### src/rtl/morra_cinese_param.sv
// Parametrised two-player rock-paper-scissors engine: plays one manche per cycle,
// tracks the score difference and declares the game on lead or on the per-game manche limit.
module morra_cinese_param #(
  parameter int  MIN_MANCHE = 4,
  parameter int  CFG_W      = 4,
  parameter int  LEAD       = 2,
  parameter int  NO_REPEAT  = 1,
  localparam int CNT_W      = $clog2(MIN_MANCHE + 2**CFG_W + 1)
) (
  input  logic             clk,
  input  logic             rst,
  input  logic             INIZIA,
  input  logic [CFG_W-1:0] CFG,
  input  logic [1:0]       PRIMO,
  input  logic [1:0]       SECONDO,
  output logic [1:0]       MANCHE,
  output logic [1:0]       PARTITA,
  output logic [CNT_W-1:0] NUM_MANCHE
);

  // One extra bit so the signed difference covers +/- the largest manche limit.
  localparam int DW = CNT_W + 1;

  localparam logic [1:0] S_IDLE = 2'd0;
  localparam logic [1:0] S_PLAY = 2'd1;
  localparam logic [1:0] S_END  = 2'd2;

  localparam logic [1:0] R_NONE = 2'b00;
  localparam logic [1:0] R_P1   = 2'b01;
  localparam logic [1:0] R_P2   = 2'b10;
  localparam logic [1:0] R_DRAW = 2'b11;

  localparam logic [CNT_W-1:0] MIN_V  = CNT_W'(MIN_MANCHE);
  localparam logic [DW-1:0]    LEAD_V = DW'(LEAD);

  logic [1:0]              state_reg, state_next;
  logic [CNT_W-1:0]        maxm_reg, maxm_next;
  logic [CNT_W-1:0]        num_reg, num_next;
  logic signed [DW-1:0]    diff_reg, diff_next;
  logic [1:0]              last_win_reg, last_win_next;
  logic [1:0]              win_move_reg, win_move_next;
  logic [1:0]              manche_reg, manche_next;
  logic [1:0]              partita_reg, partita_next;

  logic [1:0]              result;
  logic                    banned;
  logic                    valid;
  logic [CNT_W-1:0]        num_upd;
  logic signed [DW-1:0]    diff_upd;
  logic [DW-1:0]           diff_mag;
  logic [1:0]              sign_result;
  logic                    lead_hit;
  logic                    max_hit;

  always_comb begin
    if (PRIMO == SECONDO) begin
      result = R_DRAW;
    end else if ((PRIMO == 2'b01 && SECONDO == 2'b11) ||
                 (PRIMO == 2'b11 && SECONDO == 2'b10) ||
                 (PRIMO == 2'b10 && SECONDO == 2'b01)) begin
      result = R_P1;
    end else begin
      result = R_P2;
    end
  end

  // Only the previous winner is restricted, and only to the move they won with.
  assign banned = (NO_REPEAT != 0) &&
                  ((last_win_reg == R_P1 && PRIMO   == win_move_reg) ||
                   (last_win_reg == R_P2 && SECONDO == win_move_reg));
  assign valid  = (PRIMO != 2'b00) && (SECONDO != 2'b00) && !banned;

  assign num_upd = num_reg + CNT_W'(1);

  always_comb begin
    diff_upd = diff_reg;
    if (result == R_P1) begin
      diff_upd = diff_reg + DW'(1);
    end else if (result == R_P2) begin
      diff_upd = diff_reg - DW'(1);
    end
  end

  assign diff_mag    = diff_upd[DW-1] ? (~diff_upd + DW'(1)) : diff_upd;
  assign sign_result = (diff_upd == '0) ? R_DRAW : (diff_upd[DW-1] ? R_P2 : R_P1);
  assign lead_hit    = (num_upd >= MIN_V) && (diff_mag >= LEAD_V);
  assign max_hit     = (num_upd == maxm_reg);

  always_comb begin
    state_next    = state_reg;
    maxm_next     = maxm_reg;
    num_next      = num_reg;
    diff_next     = diff_reg;
    last_win_next = last_win_reg;
    win_move_next = win_move_reg;
    manche_next   = R_NONE;
    partita_next  = partita_reg;
    if (INIZIA) begin
      state_next    = S_PLAY;
      maxm_next     = MIN_V + CNT_W'(CFG);
      num_next      = '0;
      diff_next     = '0;
      last_win_next = R_NONE;
      win_move_next = 2'b00;
      partita_next  = R_NONE;
    end else if (state_reg == S_PLAY && valid) begin
      manche_next = result;
      num_next    = num_upd;
      diff_next   = diff_upd;
      if (result == R_DRAW) begin
        last_win_next = R_NONE;
        win_move_next = 2'b00;
      end else begin
        last_win_next = result;
        win_move_next = (result == R_P1) ? PRIMO : SECONDO;
      end
      if (lead_hit || max_hit) begin
        partita_next = sign_result;
        state_next   = S_END;
      end
    end
  end

  always_ff @(posedge clk) begin
    if (rst) begin
      state_reg    <= S_IDLE;
      maxm_reg     <= '0;
      num_reg      <= '0;
      diff_reg     <= '0;
      last_win_reg <= R_NONE;
      win_move_reg <= 2'b00;
      manche_reg   <= R_NONE;
      partita_reg  <= R_NONE;
    end else begin
      state_reg    <= state_next;
      maxm_reg     <= maxm_next;
      num_reg      <= num_next;
      diff_reg     <= diff_next;
      last_win_reg <= last_win_next;
      win_move_reg <= win_move_next;
      manche_reg   <= manche_next;
      partita_reg  <= partita_next;
    end
  end

  assign MANCHE     = manche_reg;
  assign PARTITA    = partita_reg;
  assign NUM_MANCHE = num_reg;

endmodule

### config.mk
export PLATFORM = sky130hd
export DESIGN_NAME = morra_cinese_param
export DESIGN_NICKNAME = d
export VERILOG_FILES = /design/src/rtl/morra_cinese_param.sv
export SDC_FILE = /design/constraint.sdc
export NUM_CORES = 1
export LEC_CHECK = 0
export ABC_AREA = 0
export BUFFER_PORTS_ARGS = -buffer_cell sky130_fd_sc_hd__buf_2
export CORE_MARGIN = 10
export CORE_UTILIZATION = 55
export DETAILED_ROUTE_END_ITERATION = 10
export GPL_TIMING_DRIVEN = 0
export PLACE_DENSITY = 0.75
export SKIP_CTS_REPAIR_TIMING = 1
export SLEW_MARGIN = 20
export SYNTH_ARGS = -nofsm -noshare
export SYNTH_HDL_FRONTEND = slang
export SYNTH_SLANG_ARGS = --single-unit
### constraint.sdc
create_clock -name clk -period 4 [get_ports clk]
set_input_delay 0.6 -clock clk [delete_from_list [all_inputs] [get_ports clk]]
set_output_delay 0.6 -clock clk [all_outputs]
set_load 0.05 [all_outputs]
### Yosys cells after proc, flatten, opt, wreduce, memory -nomap -nowiden

Cells that the tools add are included.

* flip-flop bits (word level): 26
* output and inout bits: 9
* word-level logic and storage cells: 70

* add/subtract/negate cells: 5
* magnitude comparators: 2
* eq/ne operators: 16
* mux-type cells: 13
* bitwise gates (word level): 2
* reductions and logical operators: 23

Operators with widths (count)
* 2-to-1 mux 6 bit: 3
* == test 2 bit, second input constant: 7
* 2-to-1 mux 2 bit: 7
* adder 6 x 2 -> 6 bit, second input constant: 2
* == test 2 x 1 -> 1 bit, second input constant: 5
* logical AND 1 bit: 9
* nonzero test 2 bit: 4
* == test 2 bit: 3
* >= comparator 6 x 2 -> 1 bit, second input constant: 1
* logical NOT 6 bit: 1
* inverter 6 bit: 1
* subtractor 6 x 2 -> 6 bit, second input constant: 1
* adder 3 x 4 -> 5 bit, first input constant: 1
* adder 5 x 1 -> 5 bit, second input constant: 1
* == test 5 bit: 1
* >= comparator 5 x 3 -> 1 bit, second input constant: 1
* logical OR 1 bit: 4
* AND reduction 2 bit: 2
* 2-to-1 mux 1 bit: 3
* OR reduction 3 bit: 1
* OR reduction 2 bit: 1
* logical NOT 1 bit: 1
* inverter 1 bit: 1

### Longest topological paths before layout

* depth after elaboration: 18
* depth in mapped cells: 11
* depth with buffers taken out: 10

### Least setup slack after synthesis

OpenSTA, ideal clock, no wires.

* kind: input -> register
* start: input port SECONDO[0]
* end: register state_reg[1]
* library setup time: 0.115 ns
* data arrival time: 2.462 ns
* data required time: 3.885 ns
* setup slack: 1.423 ns
* stages on the path: 9
* buffers on the path: 1
* path through: buf_6 mux2_4 a2111oi_4 a22oi_2 xnor2_1 or2_2 o21ai_1 nand2_2 o21a_1

* cells in the longest elaborated chain, start to end: 16
* elaborated cells between the ends (all ways): 30
* those cells by class: add/sub: 1; order compare: 1; eq/ne: 7; mux: 5; bitwise: 1; reduce/logical: 15

Ends and longest elaborated chain
* from (decl): RTL line 15 `input logic [1:0] SECONDO,`
* == test 2 bit (on tied branches): RTL line 58, 59
* logical AND 1 bit (on tied branches): RTL line 58, 59
* logical OR 1 bit: RTL line 58 `end else if ((PRIMO == 2'b01 && SECONDO == 2'b11) ||`
* logical OR 1 bit: RTL line 59 `(PRIMO == 2'b11 && SECONDO == 2'b10) ||`
* 2-to-1 mux 2 bit: RTL line 58
* 2-to-1 mux 2 bit: RTL line 56 `if (PRIMO == SECONDO) begin`
* == test 2 bit: RTL line 79 `end else if (result == R_P2) begin`
* 2-to-1 mux 6 bit: RTL line 79
* 2-to-1 mux 6 bit: RTL line 77 `if (result == R_P1) begin`
* inverter 6 bit: RTL line 84 `assign diff_mag = diff_upd[DW-1] ? (~diff_upd + DW'(1)) : diff_upd;`
* adder 6 x 2 -> 6 bit: RTL line 84
* 2-to-1 mux 6 bit: RTL line 84
* >= comparator 6 x 2 -> 1 bit: RTL line 86 `assign lead_hit = (num_upd >= MIN_V) && (diff_mag >= LEAD_V);`
* logical AND 1 bit: RTL line 86
* logical OR 1 bit: RTL line 117 `if (lead_hit || max_hit) begin`
* AND reduction 2 bit (no source line) *
* to (signal assigned): RTL line 135 `state_reg <= state_next;`
* to (decl): RTL line 36 `logic [1:0] state_reg, state_next;`

Every way passes the cells marked *; elsewhere a longest branch is shown, timed or not.
A chain may end at the register's enable or synchronous reset.

### Final worst setup path

* start: input port PRIMO[0]
* end: register partita_reg[0] (netlist: PARTITA[0])

* cells in the longest elaborated chain, start to end: 16
* elaborated cells between the ends (all ways): 33
* those cells by class: add/sub: 1; order compare: 1; eq/ne: 7; mux: 7; bitwise: 1; reduce/logical: 16

Ends and longest elaborated chain
* from (decl): RTL line 14 `input logic [1:0] PRIMO,`
* == test 2 x 1 -> 1 bit / == test 2 bit (equally long branches): RTL line 58, 59
* logical AND 1 bit (on tied branches): RTL line 58, 59
* logical OR 1 bit: RTL line 58
* logical OR 1 bit: RTL line 59
* 2-to-1 mux 2 bit: RTL line 58
* 2-to-1 mux 2 bit: RTL line 56
* == test 2 bit: RTL line 79
* 2-to-1 mux 6 bit: RTL line 79
* 2-to-1 mux 6 bit: RTL line 77
* inverter 6 bit: RTL line 84
* adder 6 x 2 -> 6 bit: RTL line 84
* 2-to-1 mux 6 bit: RTL line 84
* >= comparator 6 x 2 -> 1 bit: RTL line 86
* logical AND 1 bit: RTL line 86
* logical OR 1 bit: RTL line 117
* AND reduction 2 bit (no source line)
* to (signal assigned): RTL line 142 `partita_reg <= partita_next;`
* to (decl): RTL line 43 `logic [1:0] partita_reg, partita_next;`

Several ways; a longest one is shown, not always the timed one.

==> flow_metrics.tcl <==
set metrics [dict create \
    powerDensity_nw_per_um2 263 \
    min_period_over_period 0.657 \
    rr_startpoint "diff_reg[1]" \
    slowest_delay_ps 620 \
    met2_length_um 1830 \
    critical_path.max_fanout 10 \
    start_util 0.580 \
    cts_max_path_buffers 2 \
    yosysSeqAreaShare 0.265 \
    route.detailed.drc 0 \
    final.min_clock_period_ps 2630 \
    m1WireLength_um 2010 \
    viasPerCell 5.55 \
    routabilityCongestion 0.859 \
    hold_start "CFG[2]" \
    ant_nets 0 \
    power_frac_clock 0.235 \
    synth_nets 238 \
    grt_use_total 0.136 \
    final_net_count 257 \
    vias 1588 \
    grt_start_max_net_pins 15 \
    wirelength_um 4110 \
    end_kind "flip-flop" \
    crit_slowest_cell "o21ai_0" \
    drv_slew 0 \
    first_global_vias 1528 \
    first_pass_iters 4 \
    routedWlPerCell_um 14.4 \
    cts_buffers 3 \
    crit_start "PRIMO[0]" \
    crit_required_ps 4250 \
    grt_pass1_wl_um 7180 \
    layout-drive-gt1-share 0.208 \
    fin_skew_ps 13.4 \
    worst_hold_slack_ps 466 \
    top_layer_used "met4" \
    p_int_w 0.000389 \
    die-area_um2 6370 \
    diodes 0 \
    hold_viol 0 \
    synth.distinct_cells 61 \
    die_h_um 79.8 \
    root_buffer "clkbuf_4" \
    route.met3.wl_um 241 \
    synth_edf_count 0 \
    clk_pin_slew_worst_paths_ps 120 \
    synth.area.top_cells "dfxtp_1, xnor2_1, mux2i_1" \
    pwr-share-comb 0.277 \
    synth_area_um2 1970 \
    ys_warn_count 0 \
    syn2layout_area_growth_pct 8.33 \
    setup_viol 0 \
    slew_headroom 0.483 \
    cts-htree-levels 1 \
    p_leak_nw 0.828 \
    rsz0062_at_grt "no" \
    grt_antenna_before_repair 0 \
    synth_seq_cells 26 \
    clock-sinks 26 \
    synth.top_cells.by_count "nor2_1, dfxtp_1, xnor2_1" \
    worstMarginPinSlew_ps 768 \
    io_pins 20 \
    power_w 0.000560 \
    yosys.area.top_type_share 0.265 \
    yosysMostFrequentCell "nor2_1" \
    largest_reg_flops 6 \
    die_w_um 79.8 \
    ys.flop_type "dfxtp_1" \
    ir_drop_uv 257 \
    path_cells "buf_2 > buf_2 > nand2_1 > o21ai_0 > nand2_1 > xnor2_1 > o2bb2a_1 > o21ai_1 > nand2_2 > a211oi_2" \
    crit_arrival_ps 2880 \
    drtIter0Drc 145 \
    worstHoldPathType "in -> reg" \
    criticalPathCategory "in -> reg" \
    final.setup.tns_ps 0 \
    place_hpwl_um 3180 \
    fmax_mhz 380 \
    nFillCells 301 \
    p_seq_frac 0.488 \
    overflow 0 \
    swShare 0.306 \
    yosysTopAreaCell "dfxtp_1" \
    rows 21 \
    cap_violations 0 \
    insertion_delay_ps 330 \
    io_buffers 14 \
    synth_cells 222 \
    outcome "finished clean" \
    synth-async-reset-ratio 0 \
    core-area_um2 3390 \
    cts_tree "yes" \
    syn_avg_cell_area_um2 8.86 \
    switchingPower_w 0.000171 \
    start_kind "input pin" \
]
==> final timing paths <==
kind	to	depth (start not counted)	slack, ps
min	maxm_reg[2]	2	470
min reg2reg	state_reg[1]	1	480
max reg2reg	PARTITA[0]	10	1450
max	PARTITA[0]	10	1370
==> power groups by stage <==
stage | registers [W] | logic, W | clock network (W)
after CTS | 0.000274 | 0.000155 | 0.000137
after global routing | 0.000275 | 0.000170 | 0.000146
final | 0.000274 | 0.000155 | 0.000132
after global placement | 0.000279 | 0.000152 | 0
after detailed placement | 0.000279 | 0.000154 | 0
after floorplan | 0.000281 | 0.000123 | 0
==> logic make-up (layout without fill, tap and decap cells) <==
| group | after synthesis | in the layout | synth area share |
|---|---|---|---|
| and+or+nand+nor | 85 | 85 | 0.242 |
| AOI/OAI and AO/OA | 43 | 43 | 0.195 |
| DFF | 26 | 26 | 0.265 |
| xor gates and xnor gates | 25 | 25 | 0.119 |
| buffers and inverters | 23 | 41 | 0.0674 |
| muxes | 15 | 15 | 0.0795 |
| adders and majority gates | 5 | 5 | 0.0318 |
==> area by class of cell <==
class / instances / area, um^2 / area share
Sequential cell: 26 / 520 / 0.244
Clock buffer: 4 / 36.3 / 0.0170
Multi-Input combinational cell: 173 / 1310 / 0.617
Buffer: 18 / 114 / 0.0534
Timing Repair Buffer: 14 / 70.1 / 0.0329
Inverter: 5 / 18.8 / 0.00881
Tap cell: 46 / 57.6 / 0.0270
==> per-layer routing <==
metal	vias to the layer above	GRT usage
li1	820	-
met3	4	0.0338
met1	720	0.182
met4	0	0.0335
met5	-	0
met2	44	0.211
==> layout by cell type, fill, tap and decap left out, types with 4 or more instances in the layout <==
cell / netlist / layout
a21oi_1: 6 / 6
a31oi_1: 4 / 4
and3_1: 5 / 5
buf_2: 3 / 17
buf_6: 5 / 5
clkbuf_1: 7 / 7
dfxtp_1: 26 / 26
ha_1: 5 / 5
inv_1: 5 / 5
mux2i_1: 13 / 13
nand2_1: 9 / 9
nand2b_1: 5 / 5
nand3_1: 7 / 7
nand4_1: 4 / 4
nor2_1: 29 / 29
o21ai_0: 5 / 5
xnor2_1: 16 / 16
xor2_1: 7 / 7
==> stage by stage <==
stage | instances | utilization | instance area, um^2 | setup slack, ps
6_report | 286 | 0.629 | 2130 | 1370
3_3_place_gp | 282 | 0.618 | 2090 | 1120
3_5_place_dp | 282 | 0.618 | 2090 | 1080
4_1_cts | 286 | 0.629 | 2130 | 1420
5_1_grt | 286 | 0.629 | 2130 | 1260
2_1_floorplan | 222 | - | 1970 | 1420
==> worst max-delay path: cells and delay by family <==
| kind | cells | cell delay, ps |
|---|---|---|
| buffers and inverters | 2 | 340 |
| AO/OA/AOI/OAI | 4 | 1440 |
| AND/OR/NAND/NOR | 3 | 340 |
| XOR/XNOR | 1 | 160 |
Power figures use the tool's default switching activity.
